### config.mk
export PLATFORM = sky130hd
export DESIGN_NAME = zymason_input_cond
export DESIGN_NICKNAME = d
export VERILOG_FILES = /design/src/rtl/zymason_input_cond.sv
export SDC_FILE = /design/constraint.sdc
export NUM_CORES = 1
export LEC_CHECK = 0
export BUFFER_PORTS_ARGS = -buffer_cell sky130_fd_sc_hd__buf_2
export CAP_MARGIN = 20
export CORE_MARGIN = 3
export CORE_UTILIZATION = 53
export DETAILED_ROUTE_END_ITERATION = 8
export GPL_TIMING_DRIVEN = 1
export MAX_ROUTING_LAYER = met4
export PLACE_DENSITY = 0.74
export SLEW_MARGIN = 15
export SYNTH_ARGS = -nofsm -noshare
export SYNTH_HDL_FRONTEND = slang
export SYNTH_SLANG_ARGS = --single-unit
### constraint.sdc
create_clock -name clock -period 1.2 [get_ports clock]
set_input_delay 0.24 -clock clock [delete_from_list [all_inputs] [get_ports clock]]
set_output_delay 0.24 -clock clock [all_outputs]
set_load 0.005 [all_outputs]
### src/rtl/zymason_input_cond.sv
// rtl/zymason_input_cond.sv - synchroniser, debouncer and edge strobes for raw switch inputs
module zymason_input_cond #(
  parameter int SYNC_STAGES = 2,
  parameter int DEB_CNT     = 8,
  parameter int DEB_W       = 4
) (
  input  logic       clock,
  input  logic       reset,
  input  logic       rw_raw,
  input  logic       sel_raw,
  input  logic [3:0] pin_raw,
  output logic       rw,
  output logic       sel,
  output logic [3:0] pin,
  output logic       sel_rise,
  output logic       sel_fall,
  output logic       rw_chg
);

  // Counter value on which a still-differing input is finally accepted.
  localparam logic [DEB_W-1:0] DEB_LAST = DEB_W'(DEB_CNT - 1);

  // Synchroniser chain, bit order {rw, sel, pin[3:0]}.
  logic [5:0] r_sync [SYNC_STAGES];

  logic             r_rw;
  logic             r_sel;
  logic [3:0]       r_pin;
  logic [DEB_W-1:0] r_rw_cnt;
  logic [DEB_W-1:0] r_sel_cnt;
  logic [DEB_W-1:0] r_pin_cnt;
  logic             r_rw_chg;
  logic             r_sel_rise;
  logic             r_sel_fall;

  logic [5:0] w_s;
  logic       w_s_rw;
  logic       w_s_sel;
  logic [3:0] w_s_pin;
  logic       w_rw_diff;
  logic       w_sel_diff;
  logic       w_pin_diff;

  assign w_s     = r_sync[SYNC_STAGES-1];
  assign w_s_rw  = w_s[5];
  assign w_s_sel = w_s[4];
  assign w_s_pin = w_s[3:0];

  // PIN is judged as a group: any differing bit keeps its counter running.
  assign w_rw_diff  = (w_s_rw  != r_rw);
  assign w_sel_diff = (w_s_sel != r_sel);
  assign w_pin_diff = (w_s_pin != r_pin);

  // Plain flop chain per raw bit; nothing between stages.
  always_ff @(posedge clock) begin
    if (!reset) begin
      for (int i = 0; i < SYNC_STAGES; i++) r_sync[i] <= '0;
    end else begin
      r_sync[0] <= {rw_raw, sel_raw, pin_raw};
      for (int i = 1; i < SYNC_STAGES; i++) r_sync[i] <= r_sync[i-1];
    end
  end

  // RW debounce: accept after DEB_CNT consecutive differing cycles, strobe on any change.
  always_ff @(posedge clock) begin
    if (!reset) begin
      r_rw     <= 1'b0;
      r_rw_cnt <= '0;
      r_rw_chg <= 1'b0;
    end else begin
      r_rw_chg <= 1'b0;
      if (!w_rw_diff) begin
        r_rw_cnt <= '0;
      end else if (r_rw_cnt == DEB_LAST) begin
        r_rw     <= w_s_rw;
        r_rw_cnt <= '0;
        r_rw_chg <= 1'b1;
      end else begin
        r_rw_cnt <= r_rw_cnt + DEB_W'(1);
      end
    end
  end

  // SEL debounce: same rule, with direction-specific strobes.
  always_ff @(posedge clock) begin
    if (!reset) begin
      r_sel      <= 1'b0;
      r_sel_cnt  <= '0;
      r_sel_rise <= 1'b0;
      r_sel_fall <= 1'b0;
    end else begin
      r_sel_rise <= 1'b0;
      r_sel_fall <= 1'b0;
      if (!w_sel_diff) begin
        r_sel_cnt <= '0;
      end else if (r_sel_cnt == DEB_LAST) begin
        r_sel      <= w_s_sel;
        r_sel_cnt  <= '0;
        r_sel_rise <= w_s_sel;
        r_sel_fall <= ~w_s_sel;
      end else begin
        r_sel_cnt <= r_sel_cnt + DEB_W'(1);
      end
    end
  end

  // PIN debounce: the value loaded is whatever is synchronised on the accept cycle.
  always_ff @(posedge clock) begin
    if (!reset) begin
      r_pin     <= 4'h0;
      r_pin_cnt <= '0;
    end else begin
      if (!w_pin_diff) begin
        r_pin_cnt <= '0;
      end else if (r_pin_cnt == DEB_LAST) begin
        r_pin     <= w_s_pin;
        r_pin_cnt <= '0;
      end else begin
        r_pin_cnt <= r_pin_cnt + DEB_W'(1);
      end
    end
  end

  assign rw       = r_rw;
  assign sel      = r_sel;
  assign pin      = r_pin;
  assign rw_chg   = r_rw_chg;
  assign sel_rise = r_sel_rise;
  assign sel_fall = r_sel_fall;

endmodule

Yosys cells after proc, flatten, opt, wreduce, memory -nomap -nowiden
Memory sizes are Yosys's and may differ from the RTL's.
Index checks and enable logic that the tools add are counted.
{ "op_classes": {"bitwise": 7, "addsub": 3, "eq_ne": 6, "reduce_logical": 8, "n_mux": 5} }
{ "op_table": {"columns": ["cell", "count"], "rows": [
  ["4-bit by 1-bit adder with 4-bit output, second input constant", 3],
  ["4-bit by 3-bit == test with 1-bit output, second input constant", 3],
  ["6-bit 2-to-1 mux", 2],
  ["3-bit OR reduction", 3],
  ["2-bit AND reduction", 4],
  ["1-bit NOT", 5],
  ["4-bit inequality test", 1],
  ["1-bit 2-to-1 mux", 3],
  ["3-bit AND reduction", 1],
  ["1-bit inequality test", 2],
  ["1-bit OR", 2]
]} }
{ "totals": {"wordCells": 39, "mem_count": 1, "inputBits": 8, "regBits": 21, "ramBits": 12, "out_inout_bits": 9} }
{ "memory_table": {"columns": ["memory", "words", "word_bits", "read_ports", "rd_ports_with_merged_regs", "write_ports", "line", "text"], "rows": [
  ["r_sync", 2, 6, 2, 0, 2, "24", "logic [5:0] r_sync [SYNC_STAGES];"]
]} }

Logic depth before layout (Yosys ltp)
{ "logic_depth": {"word_depth": 3, "ltp_mapped": 5, "mapped_depth_nobuf": 4} }

Worst setup path before layout
OpenSTA, ideal clock, no wires.
{ "synth_timing": {"path_type": "reg2reg", "startpoint": "register r_pin_cnt[0]", "endpoint": "register r_pin[0], in the netlist pin[0]", "stages_incl_launch_ff": 6, "n_path_buf": 1, "path_slack_ps": 76, "synth_period_minus_slack_ps": 1124, "arrival_time_ps": 1008, "t_required_ps": 1084, "path_cell_list": "dfxtp_1 > ha_1 > and3b_1 > buf_4 > mux2i_1 > nor2b_1"} }
{ "synth_between": {"elab_chain_cells": 2} }
{ "synth_rtl": {"columns": ["element", "line", "text"], "rows": [
  ["start: declaration", "31", "logic [DEB_W-1:0] r_pin_cnt;"],
  ["start signal: assignment", "119", "r_pin_cnt <= r_pin_cnt + DEB_W'(1);"],
  ["4-bit by 3-bit == test with 1-bit output", "115", "end else if (r_pin_cnt == DEB_LAST) begin"],
  ["2-bit AND reduction (no line)", null, null],
  ["end signal: assignment", "116", "r_pin <= w_s_pin;"],
  ["end: declaration", "28", "logic [3:0] r_pin;"]
]} }
No other way between the ends.
A chain may end at the register's enable or synchronous reset.

Worst setup path in the final report
{ "layout_timing": {"startpoint": "register r_pin[3], in the netlist pin[3]", "endpoint": "register r_pin_cnt[3]"} }
{ "layout_between": {"elab_chain_cells": 3} }
{ "layout_rtl": {"columns": ["element", "line", "text"], "rows": [
  ["4-bit inequality test", "52", "assign w_pin_diff = (w_s_pin != r_pin);"],
  ["1-bit NOT (no line)", null, null],
  ["3-bit OR reduction (no line)", null, null]
]} }
No other way between the ends.

==> summary.md <==
| Metric | Value |
|---|---|
| GRT Total Usage | `17.43%` |
| Skew final | `0.007243 ns` |
| Largest net degree at the start of global routing | `18` |
| IO Count | `17` |
| CTS tree | `yes` |
| Clk slew on worst S/H paths | `0.09 ns` |
| Reg2reg start | `pin[3]` |
| Final WS setup | `-0.01423 ns` |
| Worst Path Max Fanout | `4` |
| # nets final | `143` |
| Total chip power | `2.068 mW` |
| WP depth | `4` |
| Initial antenna violation count | `0` |
| Status | `complete, but fails checks` |
| Die Y | `52.78 µm` |
| Arrival @ worst endpoint | `1.44 ns` |
| Hold wc startpoint | `rw_raw` |
| Finish-stage setup viols | `4` |
| Top cell family by delay on the critical path | `flip-flops` |
| Hold depth | `2` |
| VDD IR-drop max | `1.370 mV` |
| Filler cells | `154` |
| Die area | `0.002786 mm²` |
| Post-route antenna net violation count | `0` |
| Power per cell area | `1398 mW/mm²` |
| Cells along the critical path | `xor2_2, o41ai_4, buf_4, nor3_2` |
| Crit end category | `flip-flop` |
| CTS Buf Count | `5` |
| Syn. warnings | `0` |
| RePlAce Congestion | `0.6437` |
| Worst Max-Slew Pin Slew | `0.2786 ns` |
| Die Span X | `52.78 µm` |
| Fin crit period | `1.214 ns` |
| Detailed placement HPWL | `1330 µm` |
| Syn_nets | `114` |
| Reg2Reg Setup Slack | `-0.01 ns` |
| Wire per inst | `12.26 µm` |
| Routed vias | `775` |
| TritonRoute pass-1 iters | `4` |
| Placement Cell Area | `0.001296 mm²` |
| Initial DRC count | `8` |
| Netlist Area Pre-Place | `0.001160 mm²` |
| Final hold viol count | `0` |
| Distinct cells, synth | `20` |
| IO buf count | `16` |
| Core area | `0.002022 mm²` |
| Row cnt | `16` |
| Vias per cell | `4.844` |
| Leakage | `0.6563 nW` |
| Clk root buf | `clkbuf_4` |
| Fin util | `73.14%` |
| Slowest stage cell, crit path | `dfxtp_2` |
| Max-cap violations | `0` |
| Routed WL | `1962 µm` |
| Yosys reg bits | `33` |
| Clk Latency, worst-skew pair | `0.33 ns` |
| GR Overflow Total | `0` |
| # diodes | `0` |
| Sequential area share after synthesis | `56.96%` |
| H-tree levels | `2` |
| Final Max Tran Viols | `0` |
| Start-to-end type of the worst setup path | `reg -> reg` |
| Worst path max stage delay | `0.34 ns` |
| Starting Density | `57.36%` |
| Synth Instances | `103` |
| RSZ-0062 raised after global routing | `true` |
| Setup WS pre-CTS | `-0.05258 ns` |
| DRC violations left | `0` |
| Relative slew slack | `81.43%` |
| Hold endpoint | `r_sync[0][5]` |
| Startpoint types | `flip-flop` |
| Register-to-Register Path Depth | `4` |
| First-pass GRT wire length | `3229 µm` |
| Share of layout cells above drive strength 1 | `35.34%` |
| Failing checks | `negative setup slack` |
| P&R area growth vs syn | `27.51%` |
| Clock buffer depth | `2` |
| Synthesized area per cell | `11.26 µm²` |
| Post-layout instance area | `0.001479 mm²` |
| Worst R2R End | `r_pin_cnt[3]` |
| CTS Sinks | `33` |
| Peak Freq | `823.6 MHz` |
| Hold crit path type | `in -> reg` |
| Setup_tns | `-0.03727 ns` |
| CP Buf/Inv Count | `1` |
| Vias in the first global route | `777` |
| Worst path required time | `1.42 ns` |
| Tcrit/Tclk final | `101.2%` |
-- flip-flops by register name, summed over array words and instances (netlist names) --
register,cells
r_sync,12
pin,4
r_pin_cnt,4
r_rw_cnt,4
r_sel_cnt,4
rw,1
rw_chg,1
sel,1
sel_fall,1
sel_rise,1
-- worst max-delay path by stage --
stage	startpoint	to
after floorplan	r_pin_cnt[0]	pin[0]
after global placement	r_pin_cnt[0]	pin[2]
after detailed placement	r_pin_cnt[0]	pin[0]
after CTS	pin[0]	r_pin_cnt[0]
after global routing	pin[3]	r_pin_cnt[2]
final	pin[3]	r_pin_cnt[3]
-- cell usage after synthesis --
cell / number / share of area, %
nand3b_1: 2 / 1.3
nor3b_1: 3 / 1.9
xnor2_1: 2 / 1.5
clkbuf_1: 2 / 0.65
nor2b_1: 6 / 3.2
inv_1: 2 / 0.65
mux2i_1: 6 / 5.2
dfxtp_1: 33 / 57
ha_1: 3 / 3.2
and2_1: 12 / 6.5
and3b_1: 1 / 0.76
nand3_1: 5 / 2.2
and3_1: 1 / 0.54
nand2_1: 1 / 0.32
buf_4: 1 / 0.65
nand4b_1: 1 / 0.76
xor2_1: 10 / 7.6
nor2_1: 9 / 2.9
o41ai_4: 1 / 2.4
nor3_1: 2 / 0.86
-- cell type report --
cell class	instances	area (µm²)	share of cell area [%]
tap	27	33.78	2.284
clock buffer	7	55.05	3.723
sequential	33	671.9	45.43
inverter	2	7.507	0.5076
timing repair buffer	25	153.9	10.41
multi-input combinational	65	526.8	35.62
clock inverter	1	30.03	2.030
-- report_power, final --
group,leakage [nW],internal [mW],switching [mW]
logic,0.339,0.0485,0.0377
clock network,0.0455,0.497,0.350
registers,0.272,1.12,0.0152
-- routing by layer --
layer	vias up	track usage (%)	wire length, µm
met4	0	9.362	40
li1	395	-	-
met5	-	-	0
met1	354	16.29	812
met2	19	29.13	991
met3	7	8.547	117
-- worst register-to-register path: cells and delay by family (launching register included) --
family                 cells  cell delay (ns)
AO/OA/AOI/OAI              1             0.33
XOR/XNOR                   1             0.18
buffers and inverters      1             0.21
flip-flops                 1             0.34
AND/OR/NAND/NOR            1             0.06
-- cells by family (layout without fill, tap and decap cells) --
| kind of cell | count (synthesis) | in the layout | share of synthesized area [%] |
|---|---|---|---|
| DFF | 33 | 33 | 56.96 |
| and+or+nand+nor | 43 | 43 | 21.25 |
| adders and majority gates | 3 | 3 | 3.237 |
| xor gates and xnor gates | 12 | 12 | 9.061 |
| buffers and inverters | 5 | 35 | 1.942 |
| muxes | 6 | 6 | 5.178 |
| AOI/OAI and AO/OA | 1 | 1 | 2.374 |
-- placed cells by master (no fill, tap or decap), types with 5 or more instances in the layout --
master / synthesis / layout
nor2_1: 9 / 9
clkbuf_4: 0 / 5
and2_1: 12 / 12
buf_4: 1 / 9
dfxtp_2: 0 / 6
nor2b_1: 6 / 6
mux2i_1: 6 / 6
buf_2: 0 / 15
dfxtp_1: 33 / 26
xor2_1: 10 / 8
nand3_1: 5 / 5
-- repair_timing --
| action | CTS | global route |
|---|---|---|
| hold endpoints to repair | 0 | 0 |
| setup buffers | 1 | 3 |
| endpoints found under the setup margin | 7 | 8 |
| pin swaps | 1 | 4 |
| hold buffers | 0 | 0 |
| gates resized for setup | 6 | 12 |
-- metrics by stage --
stage                     std cells  hold slack, ns
after floorplan                 103          0.3652
after global placement          148          0.4145
after detailed placement        148          0.4199
after CTS                       157         0.08577
after global routing            160         0.08824
final                           160          0.1077
(Power assumes the default switching activity.)
